File: src/rtl/muldiv_pkg.sv
// muldiv_pkg: shared encodings for the HI/LO multiply/divide sequencer.
// Holds the op_type encodings, the FSM state type and the default parameters.
package muldiv_pkg;

    localparam int unsigned TIMEOUT_DEFAULT = 48;
    localparam int unsigned OP_W_DEFAULT    = 3;

    localparam logic [2:0] OP_MULT  = 3'd0;
    localparam logic [2:0] OP_MULTU = 3'd1;
    localparam logic [2:0] OP_DIV   = 3'd2;
    localparam logic [2:0] OP_DIVU  = 3'd3;
    localparam logic [2:0] OP_MTHI  = 3'd4;
    localparam logic [2:0] OP_MTLO  = 3'd5;
    localparam logic [2:0] OP_MADD  = 3'd6;
    localparam logic [2:0] OP_MSUB  = 3'd7;

    typedef enum logic [2:0] {
        ST_IDLE,
        ST_BUSY_MUL,
        ST_BUSY_DIV,
        ST_DONE,
        ST_COOL
    } state_t;

    // How a multiply result is merged into {hi,lo} on completion.
    typedef enum logic [1:0] {
        ACC_NONE,
        ACC_ADD,
        ACC_SUB
    } acc_t;

endpackage

File: src/rtl/muldiv_watchdog.sv
// muldiv_watchdog: cycle counter bounding how long an iterative unit may run.
// Cleared while the controller is idle, counts while enabled, and raises
// o_expire during the LIMIT-th enabled cycle.
module muldiv_watchdog
    import muldiv_pkg::*;
#(
    parameter int unsigned LIMIT = TIMEOUT_DEFAULT
) (
    input  logic i_clk,
    input  logic i_rst,
    input  logic i_clr,
    input  logic i_en,
    output logic o_expire
);

    localparam int unsigned CW = $clog2(LIMIT + 1);

    logic [CW-1:0] r_count;

    // Count enabled cycles; clear has priority, saturate once expired.
    always_ff @(posedge i_clk or posedge i_rst) begin
        if (i_rst) begin
            r_count <= '0;
        end else if (i_clr) begin
            r_count <= '0;
        end else if (i_en && !o_expire) begin
            r_count <= r_count + 1'b1;
        end
    end

    // Expire in the cycle where LIMIT enabled cycles have elapsed.
    always_comb begin
        o_expire = i_en && (r_count == CW'(LIMIT - 1));
    end

endmodule

File: src/rtl/muldiv_ctrl.sv
// muldiv_ctrl: sequencer between execute and the iterative mul/div units.
// Owns HI/LO, decodes MULT/MULTU/DIV/DIVU/MTHI/MTLO and stalls the pipe while
// a unit runs. Define MULDIV_MADD_EN to enable MADD/MSUB accumulation
// (op_type 6/7); otherwise those encodings are no-ops.
module muldiv_ctrl
    import muldiv_pkg::*;
#(
    parameter int unsigned TIMEOUT = TIMEOUT_DEFAULT,
    parameter int unsigned OP_W    = OP_W_DEFAULT
) (
    input  logic            clk,
    input  logic            reset,
    input  logic            op_valid,
    input  logic [OP_W-1:0] op_type,
    input  logic [31:0]     op_a,
    input  logic [31:0]     op_b,
    input  logic            flush,
    output logic            stall,
    output logic [31:0]     hi,
    output logic [31:0]     lo,
    output logic            mul_begin,
    output logic            mul_unsigned,
    output logic [31:0]     mul_op1,
    output logic [31:0]     mul_op2,
    input  logic [63:0]     mul_product,
    input  logic            mul_end,
    output logic            div_begin,
    output logic            div_unsigned,
    output logic [31:0]     div_op1,
    output logic [31:0]     div_op2,
    input  logic [31:0]     div_quot,
    input  logic [31:0]     div_rem,
    input  logic            div_end,
    output logic            timeout_err
);

    state_t      r_state;
    logic [2:0]  w_op;
    logic        w_is_mul;
    logic        w_is_div;
    logic        w_is_acc;
    logic        w_is_mthi;
    logic        w_is_mtlo;
    logic        w_busy;
    logic        w_expire;
    logic [63:0] w_mul_result;
`ifdef MULDIV_MADD_EN
    acc_t        r_acc;
`endif

    // Decode the presented instruction class.
    always_comb begin
        w_op      = 3'(op_type);
        w_is_mul  = op_valid && ((w_op == OP_MULT) || (w_op == OP_MULTU));
        w_is_div  = op_valid && ((w_op == OP_DIV) || (w_op == OP_DIVU));
        w_is_mthi = op_valid && (w_op == OP_MTHI);
        w_is_mtlo = op_valid && (w_op == OP_MTLO);
`ifdef MULDIV_MADD_EN
        w_is_acc  = op_valid && ((w_op == OP_MADD) || (w_op == OP_MSUB));
`else
        w_is_acc  = 1'b0;
`endif
        w_busy    = (r_state == ST_BUSY_MUL) || (r_state == ST_BUSY_DIV);
    end

    // Value written to {hi,lo} when the multiplier completes.
    always_comb begin
        w_mul_result = mul_product;
`ifdef MULDIV_MADD_EN
        if (r_acc == ACC_ADD) begin
            w_mul_result = {hi, lo} + mul_product;
        end else if (r_acc == ACC_SUB) begin
            w_mul_result = {hi, lo} - mul_product;
        end
`endif
    end

    // Pipeline hold: raised in the accept cycle and for the whole busy span.
    always_comb begin
        stall = 1'b0;
        unique case (r_state)
            ST_IDLE:     stall = w_is_mul || w_is_div || w_is_acc;
            ST_BUSY_MUL: stall = 1'b1;
            ST_BUSY_DIV: stall = 1'b1;
            ST_DONE:     stall = 1'b0;
            ST_COOL:     stall = op_valid;
            default:     stall = 1'b0;
        endcase
    end

    muldiv_watchdog #(
        .LIMIT (TIMEOUT)
    ) u_watchdog (
        .i_clk    (clk),
        .i_rst    (reset),
        .i_clr    (r_state == ST_IDLE),
        .i_en     (w_busy),
        .o_expire (w_expire)
    );

    // Sequencing FSM with HI/LO and operand latches; flush overrides all.
    always_ff @(posedge clk or posedge reset) begin
        if (reset) begin
            r_state      <= ST_IDLE;
            hi           <= '0;
            lo           <= '0;
            mul_begin    <= 1'b0;
            mul_unsigned <= 1'b0;
            mul_op1      <= '0;
            mul_op2      <= '0;
            div_begin    <= 1'b0;
            div_unsigned <= 1'b0;
            div_op1      <= '0;
            div_op2      <= '0;
            timeout_err  <= 1'b0;
`ifdef MULDIV_MADD_EN
            r_acc        <= ACC_NONE;
`endif
        end else begin
            timeout_err <= 1'b0;
            if (flush) begin
                r_state   <= ST_COOL;
                mul_begin <= 1'b0;
                div_begin <= 1'b0;
            end else begin
                unique case (r_state)
                    ST_IDLE: begin
                        if (w_is_mul || w_is_acc) begin
                            r_state      <= ST_BUSY_MUL;
                            mul_begin    <= 1'b1;
                            mul_unsigned <= (w_op == OP_MULTU);
                            mul_op1      <= op_a;
                            mul_op2      <= op_b;
`ifdef MULDIV_MADD_EN
                            r_acc        <= (w_op == OP_MADD) ? ACC_ADD :
                                            (w_op == OP_MSUB) ? ACC_SUB : ACC_NONE;
`endif
                        end else if (w_is_div) begin
                            // Zero divisor never reaches the divider.
                            if (op_b == '0) begin
                                r_state <= ST_DONE;
                            end else begin
                                r_state      <= ST_BUSY_DIV;
                                div_begin    <= 1'b1;
                                div_unsigned <= (w_op == OP_DIVU);
                                div_op1      <= op_a;
                                div_op2      <= op_b;
                            end
                        end else if (w_is_mthi) begin
                            hi <= op_a;
                        end else if (w_is_mtlo) begin
                            lo <= op_a;
                        end
                    end
                    ST_BUSY_MUL: begin
                        if (mul_end) begin
                            {hi, lo}  <= w_mul_result;
                            mul_begin <= 1'b0;
                            r_state   <= ST_DONE;
                        end else if (w_expire) begin
                            mul_begin   <= 1'b0;
                            timeout_err <= 1'b1;
                            r_state     <= ST_COOL;
                        end
                    end
                    ST_BUSY_DIV: begin
                        if (div_end) begin
                            lo        <= div_quot;
                            hi        <= div_rem;
                            div_begin <= 1'b0;
                            r_state   <= ST_DONE;
                        end else if (w_expire) begin
                            div_begin   <= 1'b0;
                            timeout_err <= 1'b1;
                            r_state     <= ST_COOL;
                        end
                    end
                    ST_DONE: r_state <= ST_IDLE;
                    ST_COOL: r_state <= ST_IDLE;
                    default: r_state <= ST_IDLE;
                endcase
            end
        end
    end

endmodule
File: config.mk
export PLATFORM = sky130hd
export DESIGN_NAME = muldiv_ctrl
export DESIGN_NICKNAME = d
export VERILOG_FILES = /design/src/rtl/muldiv_pkg.sv /design/src/rtl/muldiv_watchdog.sv /design/src/rtl/muldiv_ctrl.sv
export SDC_FILE = /design/constraint.sdc
export NUM_CORES = 1
export LEC_CHECK = 0
export ABC_CLOCK_PERIOD_IN_PS = 7050
export CAP_MARGIN = 25
export CORE_UTILIZATION = 25
export CTS_CLUSTER_SIZE = 14
export DETAILED_ROUTE_END_ITERATION = 12
export PLACE_DENSITY_LB_ADDON = 0.12
export RECOVER_POWER = 25
export SYNTH_ARGS = -nofsm -noshare
export SYNTH_HDL_FRONTEND = slang
export SYNTH_SLANG_ARGS = --single-unit
File: constraint.sdc
create_clock -name clk -period 7.05 [get_ports clk]
set_clock_uncertainty 0.05 [all_clocks]
set_input_delay 0.705 -clock clk [delete_from_list [all_inputs] [get_ports clk]]
set_output_delay 0.705 -clock clk [all_outputs]
set_load 0.01 [all_outputs]
### Yosys cells after proc, flatten, opt, wreduce, memory -nomap -nowiden

Cells that the tools add are included.

* register bits: 206
* input bits: 201
* word-level logic and storage cells: 105

* add/sub/neg operators: 1
* equal/unequal tests: 23
* mux-type cells: 40
* bitwise gates (word level): 3
* reduce and logical (&&, ||, !) cells: 25

Operator list (number)
* 2-to-1 mux 32 bit: 11
* one-hot mux 32 bit (3 select lines): 2
* logical NOT 32 bit: 1
* 2-to-1 mux 3 bit: 6
* 2-to-1 mux 1 bit: 14
* inequality test 2 bit (second input constant): 7
* 2-to-1 mux 6 bit: 2
* inequality test 3 bit (second input constant): 4
* AND reduction 5 bit: 2
* == test 3 x 2 -> 1 bit (second input constant): 3
* == test 3 bit (second input constant): 3
* one-hot mux 3 bit (3 select lines): 1
* nonzero test 3 bit: 3
* inequality test 4 x 3 -> 1 bit (second input constant): 2
* AND reduction 8 bit: 1
* AND reduction 7 bit: 1
* adder 6 x 1 -> 6 bit (second input constant): 1
* == test 3 x 1 -> 1 bit (second input constant): 2
* == test 6 bit (second input constant): 1
* logical AND 1 bit: 6
* logical NOT 3 bit: 2
* one-hot mux 1 bit (2 select lines): 3
* AND reduction 3 bit: 2
* logical OR 1 bit: 4
* 6 further kinds: 8

### Longest topological paths before layout

Gate-level depths: netlist of the first run.

* depth in word-level cells: 7
* depth in mapped cells: 7
* depth with buffers taken out: 5

### By module

From an unflattened synthesis of the first run, not the netlist that was laid out.

* cells, all modules: 644
* area total of the unflattened synthesis: 9241.4 um2

By module, submodules not included
* muldiv_ctrl: times used 1, cells an instance 602, area each 8864.8 um2, sequential area each 5004.8 um2
* muldiv_watchdog: times used 1, cells an instance 42, area each 376.6 um2, sequential area each 150.1 um2

### Least setup slack after synthesis of the first run

OpenSTA, ideal clock, no wires.

* kind: input to register
* start point: input port op_b[17]
* end point: register div_op1[0]
* data arrival time: 2.071 ns
* setup slack: 4.804 ns
* stages on the path: 6
* cell sequence: nor4_1 > nand4_1 > o2111ai_1 > buf_2 > buf_4 > mux2_2

* longest elaborated chain between the ends: 3

RTL lines
* start, declared: line muldiv_ctrl.sv:16 `input logic [31:0] op_b,`
* logical NOT 32 bit: line muldiv_ctrl.sv:140 `if (op_b == '0) begin`
* inverter 1 bit (no source line)
* AND reduction 5 bit (no source line)
* end signal, assigned: line muldiv_ctrl.sv:146 `div_op1 <= op_a;`
* end, declared: line muldiv_ctrl.sv:29 `output logic [31:0] div_op1,`

No other way between the ends.
A chain may end at the register's enable or synchronous reset.

==> results.py, run 1 <==
metrics = {
    "die": {
        "die_h_um": 193.7,
        "dieArea_um2": 37530,
        "initial_core_util_pct": 25.65,
        "io_pins": 399,
        "die_width_um": 193.7,
        "core_area_um2": 35830,
        "rows": 69,
    },
    "global_route": {
        "first_global_vias": 7683,
        "grt_max_degree": 96,
        "gr-usage-all-layers_pct": 17.06,
        "antenna_found_initial": 1,
        "gr-total-overflow": 0,
        "grt_pass1_wl_mm": 49.47,
    },
    "placed_design": {
        "hpwl_mm": 23.32,
        "port_buffers": 398,
        "gp_congestion": 0.7354,
    },
    "setup_path": {
        "crit_buf_inv": 3,
        "r2r_start": "r_state[0]",
        "required_ns": 7.54,
        "critPathSlowestCell": "clkinvlp_2",
        "crit_path_cell_trace": "dlygate4sd3_1 -> clkinvlp_2 -> buf_4",
        "startpoint_type": "input pin",
        "worstSetupStartpoint": "reset",
        "path_delay_family": "buffers and inverters",
        "critPathKind": "input pin to asynchronous set/reset pin",
        "cpPeakStageDelay_ns": 2.44,
        "cp_data_arrival_time_ns": 4.73,
        "cp-end-kind": "asynchronous set/reset pin",
        "worstPathMaxFanout": 95,
    },
    "sta": {
        "rsz0062_at_grt": "false",
        "finalHoldViolCount": 0,
        "setup_viol": 0,
        "fin_crit_sh_pct": 60.07,
        "fmax_mhz": 236.1,
        "maxSlewViolCount": 96,
        "tns_ns": 0,
        "worst_slew_pin_slew_ns": 4.345,
        "period_minus_slack_ns": 4.235,
        "relSlewSlack_pct": -191.3,
    },
    "synthesis": {
        "syn_avg_cell_area_um2": 14.31,
        "synth_area_leader_cell": "dfrtp_1",
        "ys_seq_elements": 206,
        "synth_edf_count": 0,
        "synth.yosys.warnings": 0,
        "postSynthCellCount": 642,
        "ys_seq_area_share_pct": 56.10,
        "synth_area_leaders": "dfrtp_1, mux2_2, a221o_1",
        "synth_flop_cell": "dfrtp_1",
        "synth-async-reset-ratio_pct": 100.0,
        "syn_nets": 844,
        "syn_area_um2": 9189,
        "synth_cell_types": 46,
        "netlist.area_leader.share_pct": 56.10,
    },
    "cts": {
        "cts_tree": "yes",
        "cts_max_path_buffers": 3,
        "cts_buffers": 27,
        "cts-root-buf": "clkbuf_16",
        "hold_buffers": 0,
        "clk_pin_slew_ns": 0.06,
        "cts_setup_buffers": 0,
        "cts_sinks": 206,
        "insertion_delay_ns": 0.53,
        "cts.htree.levels": 1,
        "cts_resized": 0,
    },
    "worst_hold_path": {
        "hold_class": "register to register",
        "worstHoldStart": "div_op1[2]",
    },
    "power_and_ir_drop": {
        "p_leak_nw": 6.003,
        "totalPowerFinal_w": 0.004140,
        "power_density_nw_per_um2": 284.9,
        "ir_drop_mv": 0.1793,
    },
    "cells_and_area": {
        "drive_gt1_share_pct": 26.90,
        "final_nets": 1236,
        "area_delta_synth_final_pct": 58.13,
        "n_antenna_cell": 0,
    },
    "detailed_routing": {
        "via_per_inst": 4.681,
        "drt_iter0_drc": 198,
        "wirelength_mm": 32.75,
        "drtAntennaViolNets": 0,
        "drc": 0,
        "vias": 7082,
        "drtPass1Iterations": 4,
        "wl_per_cell_um": 21.65,
    },
    "run_status": {
        "outcome": "finished with violations",
        "violations": "max-capacitance violations, max-slew violations",
    },
    "run": {
        "max-cap-violations": 1,
    },
}
==> through the flow <==
step | area, um2 | std cells | hold slack [ns] | setup WS, ns | util (%)
after floorplan | 9189 | 642 | 0.4498 | 0.6709 | -
after global placement | 13570 | 1462 | 0.4362 | 3.057 | 37.88
after detailed placement | 13620 | 1464 | 0.4418 | 3.052 | 38.02
after CTS | 14490 | 1511 | 0.4539 | 3.279 | 40.44
after global routing | 14530 | 1513 | 0.4604 | 2.001 | 40.56
final | 14530 | 1513 | 0.4519 | 2.815 | 40.56
==> path summary, 6_finish.rpt <==
check	endpoint	slack, ns	depth (start not counted)
max reg2reg	div_op1[11]	4.02	4
max in group clk	stall	3.31	4
min reg2reg	div_op1[2]	0.45	1
max	hi[2]	2.82	3
min	div_op1[2]	0.45	1
min in group asynchronous	mul_op2[30]	1.91	2
==> sequential cells by signal, indices dropped and copies added (netlist names) <==
| register | cells |
|---|---|
| mul_unsigned | 1 |
| mul_op1 | 32 |
| mul_begin | 1 |
| div_unsigned | 1 |
| timeout_err | 1 |
| div_op2 | 32 |
| u_watchdog.r_count | 6 |
| lo | 32 |
| div_op1 | 32 |
| hi | 32 |
| mul_op2 | 32 |
| r_state | 3 |
| div_begin | 1 |
==> layout make-up <==
| cell class | instances | area [um2] |
|---|---|---|
| fillers | 3404 | 21300 |
| flip-flops and latches | 206 | 5155 |
| repair buffers | 408 | 4124 |
| multi-input cells | 385 | 3782 |
| clock buffers | 40 | 804.5 |
| well taps | 461 | 576.8 |
| clock inverters | 7 | 63.81 |
| inverters | 6 | 23.77 |
==> logic make-up (layout without fill, tap and decap cells) <==
| family | count (synthesis) | in the layout | share of synthesized area, % |
|---|---|---|---|
| AND/OR/NAND/NOR | 85 | 85 | 6.808 |
| AO/OA/AOI/OAI | 104 | 104 | 9.845 |
| flip-flops | 206 | 206 | 56.10 |
| adder cells (fa/ha/maj) | 2 | 2 | 0.2451 |
| multiplexers | 194 | 194 | 23.77 |
| buffers and inverters | 51 | 461 | 3.227 |
==> layer usage <==
layer / vias up / global-route usage [%] / wire length (um)
met4: 0 / 3.170 / 463
met3: 31 / 7.079 / 3360
met1: 3522 / 20.93 / 13890
met2: 278 / 28.11 / 15040
met5: - / 0 / 0
li1: 3251 / - / -
==> cell usage in the layout (no fill, tap or decap), types with 5 or more instances in the layout <==
cell type / instances
a21oi_1: 11
a221o_1: 64
and3_1: 6
and3_4: 27
buf_4: 6
clkbuf_1: 5
clkbuf_16: 27
clkbuf_8: 8
clkdlybuf4s50_1: 396
clkinv_2: 5
dfrtp_1: 206
inv_1: 5
mux2_2: 194
nand2_1: 6
nor2_1: 9
nor4_1: 9
o21ai_0: 8
==> cell usage after synthesis, types with 2 or more instances <==
cell type and count:
o21ai_0 8, a221o_1 64, nand2b_1 4, o2111ai_1 2, clkbuf_1 15, buf_4 5
mux2_2 194, nand3b_1 2, dfrtp_1 206, or3b_1 2, nor4_1 9, nand2_1 7
and3_4 27, buf_6 9, o21a_1 2, nor2b_1 2, a21oi_1 11, nand3_1 6
and3_1 6, o22ai_1 2, o31ai_1 2, nor3_1 4, inv_1 6, nand4_1 3
nor2_1 9, buf_2 15
==> where the power goes <==
part | internal [W] | switching [W]
clock network | 0.000817 | 0.000520
logic | 0.000764 | 0.000457
registers | 0.00145 | 0.000132
Power figures use the tool's default switching activity.
==> inputs of run 2 (changes only) <==
--- a/config.mk
+++ b/config.mk
@@ -5,7 +5,7 @@
 export SDC_FILE = /design/constraint.sdc
 export NUM_CORES = 1
 export LEC_CHECK = 0
-export ABC_CLOCK_PERIOD_IN_PS = 7050
+export ABC_CLOCK_PERIOD_IN_PS = 4000
 export CAP_MARGIN = 25
 export CORE_UTILIZATION = 25
 export CTS_CLUSTER_SIZE = 14
==> constraint.sdc (replaced) <==
create_clock -name clk -period 4 [get_ports clk]
set_clock_uncertainty 0.05 [all_clocks]
set_input_delay 0.4 -clock clk [delete_from_list [all_inputs] [get_ports clk]]
set_output_delay 0.4 -clock clk [all_outputs]
set_load 0.01 [all_outputs]
==> run 2 against run 1 <==
Highest routed layer unchanged. The run still ends with max-capacitance violations, max-slew violations left. Clock power rose by 91%. Via count rose by 1.1%. Critical endpoint is now stall. Critical path type is now register to primary output. Wire length rose by 0.29%. Non-clock buffer count rose by 4. Global-route usage rose by 0.21 points. Sequential share of layout area fell by 0.16 points. Power rose by 81%. Sequential cell count did not move. Critical path depth did not move. Combinational power rose by 76%.
==> results.py, run 2 (synthesized netlist as in run 1, its figures left out) <==
metrics = {
    "cts": {
        "cts_max_path_buffers": 3,
        "cts_sinks": 206,
        "cts_setup_buffers": 0,
        "cts_buffers": 26,
        "cts_tree": "yes",
        "insertion_delay_ns": 0.52,
        "cts.htree.levels": 1,
        "cts_resized": 0,
        "hold_buffers": 0,
        "clk_pin_slew_ns": 0.06,
        "cts-root-buf": "clkbuf_16",
    },
    "cells_and_area": {
        "n_antenna_cell": 0,
        "final_area_um2": 14600,
        "final_util_pct": 40.74,
        "final_cell_mix": "clkdlybuf4s50_1, dfrtp_1, mux2_2, a221o_1",
        "final_cells": 1515,
        "final_nets": 1239,
        "final_common_cell": "clkdlybuf4s50_1",
        "seqCellArea_um2": 5155,
        "multiInputGateArea_um2": 3782,
        "fill_cells": 3402,
        "drive_gt1_share_pct": 27.32,
        "area_delta_synth_final_pct": 58.86,
    },
    "power_and_ir_drop": {
        "power_density_nw_per_um2": 512.8,
        "p_sw_w": 0.001952,
        "p_clk_share_pct": 34.2,
        "intPower_w": 0.005534,
        "sequentialPowerShare_pct": 37.2,
        "ir_drop_mv": 0.3847,
        "pwr-share-comb_pct": 28.7,
        "p_leak_nw": 6.038,
        "swShare_pct": 26.08,
    },
    "sta": {
        "tns_ns": 0,
        "maxSlewViolCount": 148,
        "finalHoldViolCount": 0,
        "fmax_mhz": 288.2,
        "relSlewSlack_pct": -38.94,
        "worst_slew_pin_slew_ns": 2.084,
        "rsz0062_at_grt": "false",
        "period_minus_slack_ns": 3.469,
        "setup_viol": 0,
        "fin_crit_sh_pct": 86.73,
    },
    "global_route": {
        "gr-usage-all-layers_pct": 17.27,
        "first_global_vias": 7652,
        "grt_pass1_wl_mm": 49.80,
        "grt_max_degree": 80,
        "antenna_found_initial": 0,
        "gr-total-overflow": 0,
    },
    "run_status": {
        "outcome": "finished with violations",
        "violations": "max-capacitance violations, max-slew violations",
    },
    "detailed_routing": {
        "drc": 0,
        "drt_iter0_drc": 248,
        "drtAntennaViolNets": 0,
        "vias": 7162,
        "drtPass1Iterations": 4,
        "via_per_inst": 4.727,
        "wirelength_mm": 32.84,
        "wl_per_cell_um": 21.68,
    },
    "placed_design": {
        "gp_congestion": 0.7725,
        "place_inst": 1469,
        "hpwl_mm": 23.34,
        "dpl-instance-area_um2": 13670,
        "port_buffers": 398,
    },
    "setup_path": {
        "worstPathMaxFanout": 35,
        "cp_data_arrival_time_ns": 3.02,
        "rrSetupSlack_ns": 1.15,
        "critPathKind": "register to primary output",
        "cp-end-kind": "primary output",
        "startpoint_type": "register",
        "required_ns": 3.55,
    },
    "die": {
        "io_pins": 399,
        "initial_core_util_pct": 25.65,
        "core_area_um2": 35830,
        "rows": 69,
        "die_width_um": 193.7,
        "die_h_um": 193.7,
        "dieArea_um2": 37530,
    },
    "worst_hold_path": {
        "hold_class": "register to register",
    },
    "run": {
        "max-cap-violations": 2,
    },
}
[run 2: cell types whose count changed in the layout (fill, tap and decap cells not counted), sizes merged]
cell and change:
bufinv +4, clkbuf -3, buf +2, clkdlybuf4s50 +1
clkinv -1, dlygate4sd3 -1
[run 2: per-stage QoR]
step | hold WS (ns) | total power, W | setup slack (ns)
finish | 0.4506 | 0.007486 | 0.5307
global route | 0.4589 | 0.007849 | 0.2167
CTS | 0.2675 | 0.007623 | 0.5016
detailed placement | 0.4413 | 0.004992 | 0.8371
global placement | 0.4363 | 0.004983 | 0.9123
floorplan | 0.4131 | 0.003578 | 0.8777
[run 2: power groups by stage]
stage | combinational (W) | clock (W) | sequential (W)
final | 0.00215 | 0.00256 | 0.00278
after global routing | 0.00227 | 0.00273 | 0.00285
after CTS | 0.00219 | 0.00265 | 0.00279
after detailed placement | 0.00218 | 0 | 0.00281
after global placement | 0.00218 | 0 | 0.00280
after floorplan | 0.000549 | 0 | 0.00303
[run 2: final timing paths]
path	from	to	depth (start not counted)
setup / recovery	r_state[0]	stall	3
hold / removal	lo[14]	lo[14]	1
setup reg to reg	r_state[0]	hi[4]	4
hold reg to reg	lo[14]	lo[14]	1
max in group asynchronous	reset	div_op1[18]	3
min in group asynchronous	reset	div_op2[2]	2
[run 2: per-layer routing]
| metal | track usage, % | vias up | wire (um) |
|---|---|---|---|
| met3 | 6.088 | 35 | 3057 |
| met5 | 0 | - | 0 |
| li1 | - | 3241 | - |
| met2 | 28.36 | 278 | 15300 |
| met1 | 21.84 | 3608 | 13980 |
| met4 | 3.496 | 0 | 514 |
[run 2: area by class of cell]
cell class                 instances  area share, %
sequential                       206          35.31
clock buffer                      35          5.177
multi-input combinational        385          25.91
clock inverter                    10          1.200
tap                              461          3.951
inverter                           6         0.1629
timing repair buffer             412          28.28
[run 2: critical path, cell delays in order (launching register included)]
cell and delay [ns]:
dfrtp_1 0.70, or3b_2 0.91, nand3_1 0.28, clkdlybuf4s50_1 0.59
